`src/rtl/muldiv_pkg.sv`:
```
// muldiv_pkg: shared constants for the HI/LO multiply/divide unit.
//   - op encodings (also imported by the EX-stage ALU decoder)
//   - FSM state enum
//   - operand width and iteration counter width
package muldiv_pkg;

  localparam int MD_WIDTH = 32;
  localparam int CNT_W    = $clog2(MD_WIDTH) + 1;

  localparam logic [1:0] OP_MULTU = 2'b00;
  localparam logic [1:0] OP_MULT  = 2'b01;
  localparam logic [1:0] OP_DIVU  = 2'b10;
  localparam logic [1:0] OP_DIV   = 2'b11;

  typedef enum logic [1:0] {
    IDLE   = 2'd0,
    RUN    = 2'd1,
    FINISH = 2'd2
  } state_e;

endpackage

```
`src/rtl/muldiv_hilo_abs_neg.sv`:
```
// abs_neg: combinational conditional two's-complement.
//   neg  : when high, dout = -din, otherwise dout = din
//   din  : W-bit input value
//   dout : W-bit result
// Used both to take operand magnitudes and to restore result signs.
module abs_neg #(
  parameter int W = 32
) (
  input  logic         neg,
  input  logic [W-1:0] din,
  output logic [W-1:0] dout
);

  assign dout = neg ? (~din + 1'b1) : din;

endmodule

```
`src/rtl/muldiv_hilo.sv`:
```
// muldiv_hilo: iterative multiply/divide unit owning the HI/LO pair.
//   clk, reset        : clock, asynchronous active-high reset
//   start, op         : issue request (sampled in IDLE) and operation
//   srcA, srcB        : multiplicand/dividend, multiplier/divisor
//   busy, done        : operation in flight, one-cycle completion pulse
//   div_by_zero       : last completed divide had srcB == 0
//   rd_en, rd_sel     : mfhi/mflo request, 0 = LO / 1 = HI (also write select)
//   rd_data           : combinational HI or LO
//   wr_en, wr_data    : mthi/mtlo request and value
//   stall             : read/write request while busy
//   state_dbg         : current FSM state
// Handshake: start is a single-cycle request accepted only in IDLE (no
// ready output; the core stalls on busy). wr_en/rd_en are honoured when
// busy is low; while busy they raise stall and writes are dropped.
module muldiv_hilo
  import muldiv_pkg::*;
#(
  parameter int WIDTH = MD_WIDTH
) (
  input  logic             clk,
  input  logic             reset,
  input  logic             start,
  input  logic [1:0]       op,
  input  logic [WIDTH-1:0] srcA,
  input  logic [WIDTH-1:0] srcB,
  output logic             busy,
  output logic             done,
  output logic             div_by_zero,
  input  logic             rd_en,
  input  logic             rd_sel,
  output logic [WIDTH-1:0] rd_data,
  input  logic             wr_en,
  input  logic [WIDTH-1:0] wr_data,
  output logic             stall,
  output logic [1:0]       state_dbg
);

  localparam int W2 = 2 * WIDTH;

  state_e           state_q, state_d;
  logic [CNT_W-1:0] cnt_q, cnt_d;
  logic [1:0]       op_q, op_d;
  logic             sign_a_q, sign_a_d, sign_b_q, sign_b_d;
  logic [WIDTH-1:0] a_raw_q, a_raw_d;
  logic [WIDTH-1:0] b_q, b_d;
  logic [WIDTH-1:0] hi_q, hi_d, lo_q, lo_d;
  logic [W2-1:0]    acc_q, acc_d;
  logic             done_q, done_d, dbz_q, dbz_d;

  // Operand conditioning at issue time
  logic             in_signed;
  logic [WIDTH-1:0] abs_a, abs_b;

  assign in_signed = (op == OP_MULT) || (op == OP_DIV);

  abs_neg #(.W(WIDTH)) u_abs_a (.neg(in_signed & srcA[WIDTH-1]), .din(srcA), .dout(abs_a));
  abs_neg #(.W(WIDTH)) u_abs_b (.neg(in_signed & srcB[WIDTH-1]), .din(srcB), .dout(abs_b));

  // One iteration step. acc holds {upper, lower}:
  //   multiply: upper = partial product, lower = remaining multiplier bits
  //   divide  : upper = partial remainder, lower = dividend bits / quotient
  logic             run_signed, run_div;
  logic [WIDTH:0]   mul_sum, rem_sh, trial;
  logic [W2-1:0]    mul_next, div_next;

  assign run_signed = (op_q == OP_MULT) || (op_q == OP_DIV);
  assign run_div    = (op_q == OP_DIVU) || (op_q == OP_DIV);

  assign mul_sum  = {1'b0, acc_q[W2-1:WIDTH]} + {1'b0, (acc_q[0] ? b_q : {WIDTH{1'b0}})};
  assign mul_next = {mul_sum, acc_q[WIDTH-1:1]};

  // Remainder stays below the divisor, so the shifted value needs one extra bit.
  assign rem_sh   = {acc_q[W2-1:WIDTH], acc_q[WIDTH-1]};
  assign trial    = rem_sh - {1'b0, b_q};
  assign div_next = trial[WIDTH] ? {rem_sh[WIDTH-1:0], acc_q[WIDTH-2:0], 1'b0}
                                 : {trial[WIDTH-1:0],  acc_q[WIDTH-2:0], 1'b1};

  // Sign correction applied in FINISH
  logic [W2-1:0]    prod_fix;
  logic [WIDTH-1:0] quot_fix, rem_fix;
  logic             neg_res;

  assign neg_res = run_signed & (sign_a_q ^ sign_b_q);

  abs_neg #(.W(W2))    u_fix_prod (.neg(neg_res), .din(acc_q), .dout(prod_fix));
  abs_neg #(.W(WIDTH)) u_fix_quot (.neg(neg_res), .din(acc_q[WIDTH-1:0]), .dout(quot_fix));
  abs_neg #(.W(WIDTH)) u_fix_rem  (.neg(run_signed & sign_a_q), .din(acc_q[W2-1:WIDTH]),
                                   .dout(rem_fix));

  always_comb begin
    state_d  = state_q;
    cnt_d    = cnt_q;
    op_d     = op_q;
    sign_a_d = sign_a_q;
    sign_b_d = sign_b_q;
    a_raw_d  = a_raw_q;
    b_d      = b_q;
    hi_d     = hi_q;
    lo_d     = lo_q;
    acc_d    = acc_q;
    done_d   = 1'b0;
    dbz_d    = dbz_q;
    case (state_q)
      IDLE: begin
        // An mthi/mtlo in the same cycle as start still lands; FINISH
        // later overwrites both registers.
        if (wr_en) begin
          if (rd_sel) hi_d = wr_data;
          else        lo_d = wr_data;
        end
        if (start) begin
          state_d  = RUN;
          cnt_d    = CNT_W'(WIDTH);
          op_d     = op;
          sign_a_d = in_signed & srcA[WIDTH-1];
          sign_b_d = in_signed & srcB[WIDTH-1];
          a_raw_d  = srcA;
          b_d      = abs_b;
          acc_d    = {{WIDTH{1'b0}}, abs_a};
          dbz_d    = 1'b0;
        end
      end
      RUN: begin
        acc_d = run_div ? div_next : mul_next;
        cnt_d = cnt_q - 1'b1;
        if (cnt_q == CNT_W'(1)) state_d = FINISH;
      end
      FINISH: begin
        state_d = IDLE;
        done_d  = 1'b1;
        if (run_div) begin
          if (b_q == {WIDTH{1'b0}}) begin
            lo_d  = {WIDTH{1'b1}};
            hi_d  = a_raw_q;
            dbz_d = 1'b1;
          end else begin
            lo_d = quot_fix;
            hi_d = rem_fix;
          end
        end else begin
          {hi_d, lo_d} = prod_fix;
        end
      end
      default: state_d = IDLE;
    endcase
  end

  always_ff @(posedge clk or posedge reset) begin
    if (reset) begin
      state_q  <= IDLE;
      cnt_q    <= '0;
      op_q     <= '0;
      sign_a_q <= 1'b0;
      sign_b_q <= 1'b0;
      a_raw_q  <= '0;
      b_q      <= '0;
      hi_q     <= '0;
      lo_q     <= '0;
      acc_q    <= '0;
      done_q   <= 1'b0;
      dbz_q    <= 1'b0;
    end else begin
      state_q  <= state_d;
      cnt_q    <= cnt_d;
      op_q     <= op_d;
      sign_a_q <= sign_a_d;
      sign_b_q <= sign_b_d;
      a_raw_q  <= a_raw_d;
      b_q      <= b_d;
      hi_q     <= hi_d;
      lo_q     <= lo_d;
      acc_q    <= acc_d;
      done_q   <= done_d;
      dbz_q    <= dbz_d;
    end
  end

  assign busy        = (state_q != IDLE);
  assign done        = done_q;
  assign div_by_zero = dbz_q;
  assign rd_data     = rd_sel ? hi_q : lo_q;
  assign stall       = (rd_en | wr_en) & busy;
  assign state_dbg   = state_q;

endmodule

```
`config.mk`:
```
export PLATFORM = sky130hd
export DESIGN_NAME = muldiv_hilo
export DESIGN_NICKNAME = d
export VERILOG_FILES = /design/src/rtl/muldiv_pkg.sv /design/src/rtl/muldiv_hilo_abs_neg.sv /design/src/rtl/muldiv_hilo.sv
export SDC_FILE = /design/constraint.sdc
export NUM_CORES = 1
export LEC_CHECK = 0
export ABC_AREA = 0
export CORE_MARGIN = 2
export CORE_UTILIZATION = 60
export CTS_CLUSTER_SIZE = 28
export DETAILED_ROUTE_END_ITERATION = 12
export PLACE_DENSITY_LB_ADDON = 0.12
export SETUP_SLACK_MARGIN = 0.15
export SLEW_MARGIN = 20
export SYNTH_ARGS = -nofsm -noshare
export SYNTH_HDL_FRONTEND = slang
export SYNTH_SLANG_ARGS = --single-unit
```
`constraint.sdc`:
```
create_clock -name clk -period 7.6 [get_ports clk]
set_input_delay 1.52 -clock clk [delete_from_list [all_inputs] [get_ports clk]]
set_output_delay 1.52 -clock clk [all_outputs]
set_load 0.01 [all_outputs]
```
==> run metrics <==
root buf cell clkbuf_16; post-route ant nets 0; synthesis warning total 0; sequential fraction of the synthesis area 30.27%; CP Class primary input to primary output; Ports 142; Slew headroom 26.55%; worst hold path depth 2; Max-Cap Viols 0; Resized cells post-CTS 0; ys async rst share 100.0%; largest net degree at the start of global routing 94; number of CTS-inserted buffers 24; Logic pwr share 60.3%; CTS clk-pin slew, worst paths 60 ps; PD cells 492.2 nW/um^2; vias in the first global route 16.03k; Hold Buf Count CTS 0; Post-Place Setup Slack 2814 ps; fin. max-slew vios 0; final setup fails 0; Core ar. 27860 um^2; skew final about 18 ps; Worst-Skew Late Latency around 540 ps; Worst setup EP type primary output; non-filler cells, final 2586; clock net sink count approximately 200; cell count after synthesis 2147; status finished clean; # diodes 0; Detailed Place HPWL ~42000 um; Area Growth Syn to Fin 13.96%; final core utilization 69.66%; final hold slack 476.1 ps; total grt overflow 0; Psw roughly 4.7 mW; Synth Area in Compound Gates around a quarter; commonest non-fill, non-tap cell in the layout nand2_1; Internal 4.809 mW; Final Hold Vio Count 0; R2R cell count 12; maximum VDD drop approximately 310 uV; proportion of synthesized area in mux cells 7.546%; die extent in x 172.5 um; final wirelength 57460 um; WL per Instance between 20 and 25 um; Total Power ~9.6 mW; Total Routing Usage GR 38.49%; vias post-DR 17.06k; CP Data Required Time just over 6000 ps; most frequent cells in the layout nand2_1, dfrtp_1, o21ai_0; CTS H-tree lvls 1; maximum clock insertion buffer count 3; Post-CTS Repair Setup Buffers 0; RSZ-0062 raised after global routing no; initial antenna violation count 1; CP max FO 35; first-pass GRT wire length 88800 um; drt via density 6.598; post-synthesis xor/xnor area fraction ~8.7%; Reg power frac between 20% and 30%; EDFF count, synth 0; Cell variety after synth between 80 and 90; minimum clock period 4806 ps; First-pass DRT Iterations 6; syn_area_per_cell about 8 um^2; GPL Wtd Cong slightly above 0.9; share of cells above drive strength 1 roughly 6%; post-synthesis adder-cell area fraction 5.378%; Worst Path Arrival 3290 ps; setup TNS 0 ps; row cnt 61; clock share of power 13.3%; Yosys reg bits around 210; initial core utilization 61.13%; main combinational cell family by area after synthesis compound AO/OA/AOI/OAI gates; Sw Share 49.66%; Synth Area in Simple Gates 19.76%; post-route setup slack 2794 ps; number of placed instances, taps included about 2.5k; synthesized area 17030 um^2; Worst Hold Class register to register; final clock period utilization by the worst path 63.24%; ys flop type dfrtp_1; Starting DRT DRC Count 1939; Post-DP Area about 19000 um^2; Synth Net Count 2323; leakage power slightly above 8 nW; maximum clock frequency 208.1 MHz; drt drc 0; die area 29740 um^2; Worst Max-Slew Pin Slew about 1100 ps; post-route cell area 19410 um^2; NumNets Final 2367; Die Y 172.5 um; Worst setup SP type primary input; CTS tree yes; IO Port Bufs ~140
[state kept, by name (all words and copies together), names as in the netlist, 2 cells and up]
register and count:
op_q 2, state_dbg 2, a_raw_q 32, lo_q 32, b_q 32, cnt_q 6, hi_q 32, acc_q 64
[metal layers]
metal | global-route usage [%] | part of all wire [%] | up-vias
met3 | 8.675 | 10 | 117
met5 | 0 | 0.023 | -
li1 | - | - | 7801
met1 | 55.88 | 44 | 8244
met2 | 56.63 | 43 | 899
met4 | 12.61 | 3.0 | 2
[final timing paths]
path	from	to	slack, ps
max in group asynchronous	reset	op_q[1]	4590
max reg2reg	acc_q[0]	acc_q[57]	3030
max	rd_sel	rd_data[13]	2790
min	a_raw_q[28]	a_raw_q[28]	480
min in group asynchronous	reset	acc_q[45]	1460
min reg2reg	a_raw_q[28]	a_raw_q[28]	480
[cell usage after synthesis, types with 8 or more instances]
library cell / count / area, um^2
mux2i_1: 89 / 890.9
o221ai_1: 8 / 70.07
nor4_1: 25 / 156.4
o211ai_1: 46 / 345.3
and3_1: 12 / 75.07
nand4_1: 11 / 68.82
xor2_1: 82 / 718.2
dfrtp_1: 206 / 5155
nand2_1: 320 / 1201
clkbuf_1: 121 / 454.2
a31oi_1: 32 / 200.2
ha_1: 70 / 875.8
inv_1: 74 / 277.8
nor3_1: 37 / 185.2
nand3_1: 53 / 265.3
nand2b_1: 16 / 100.1
xnor2_1: 88 / 770.7
o21ai_0: 186 / 930.9
or3_1: 32 / 200.2
nor2_1: 147 / 551.8
or4_1: 10 / 75.07
a21o_1: 24 / 180.2
buf_1: 13 / 48.80
a21oi_1: 160 / 800.8
o31ai_1: 32 / 240.2
mux2_2: 35 / 394.1
a211o_1: 11 / 96.34
a211oi_1: 20 / 150.1
and2_1: 11 / 68.82
a22oi_1: 37 / 277.8
nor2b_1: 12 / 75.07
[final cells by class]
cell class	instances	area, um^2
Clock buffer	29	659.4
Clock inverter	14	200.2
Fill cell	2327	8452
Inverter	75	289.0
Multi-Input combinational cell	1722	11060
Sequential cell	206	5159
Tap cell	378	473.0
Timing Repair Buffer	162	1569
[power groups by stage]
stage	combinational, mW	sequential, mW	clock, mW
final	5.76	2.52	1.27
after floorplan	4.40	1.97	0
after CTS	5.64	2.47	1.26
after global routing	6.32	2.57	1.31
after global placement	5.47	2.47	0
after detailed placement	5.59	2.48	0
[kinds of logic after synthesis]
| group | Yosys count |
|---|---|
| muxes | 124 |
| DFF | 206 |
| xor gates and xnor gates | 170 |
| AOI/OAI and AO/OA | 633 |
| and+or+nand+nor | 723 |
| buffers and inverters | 219 |
| adders and majority gates | 72 |
[critical path: stages]
cell and delay (ps):
clkdlybuf4s50_1 460, buf_4 380, mux2_2 400, clkdlybuf4s50_1 510
Note: power is estimated with default switching activity, not from simulation.
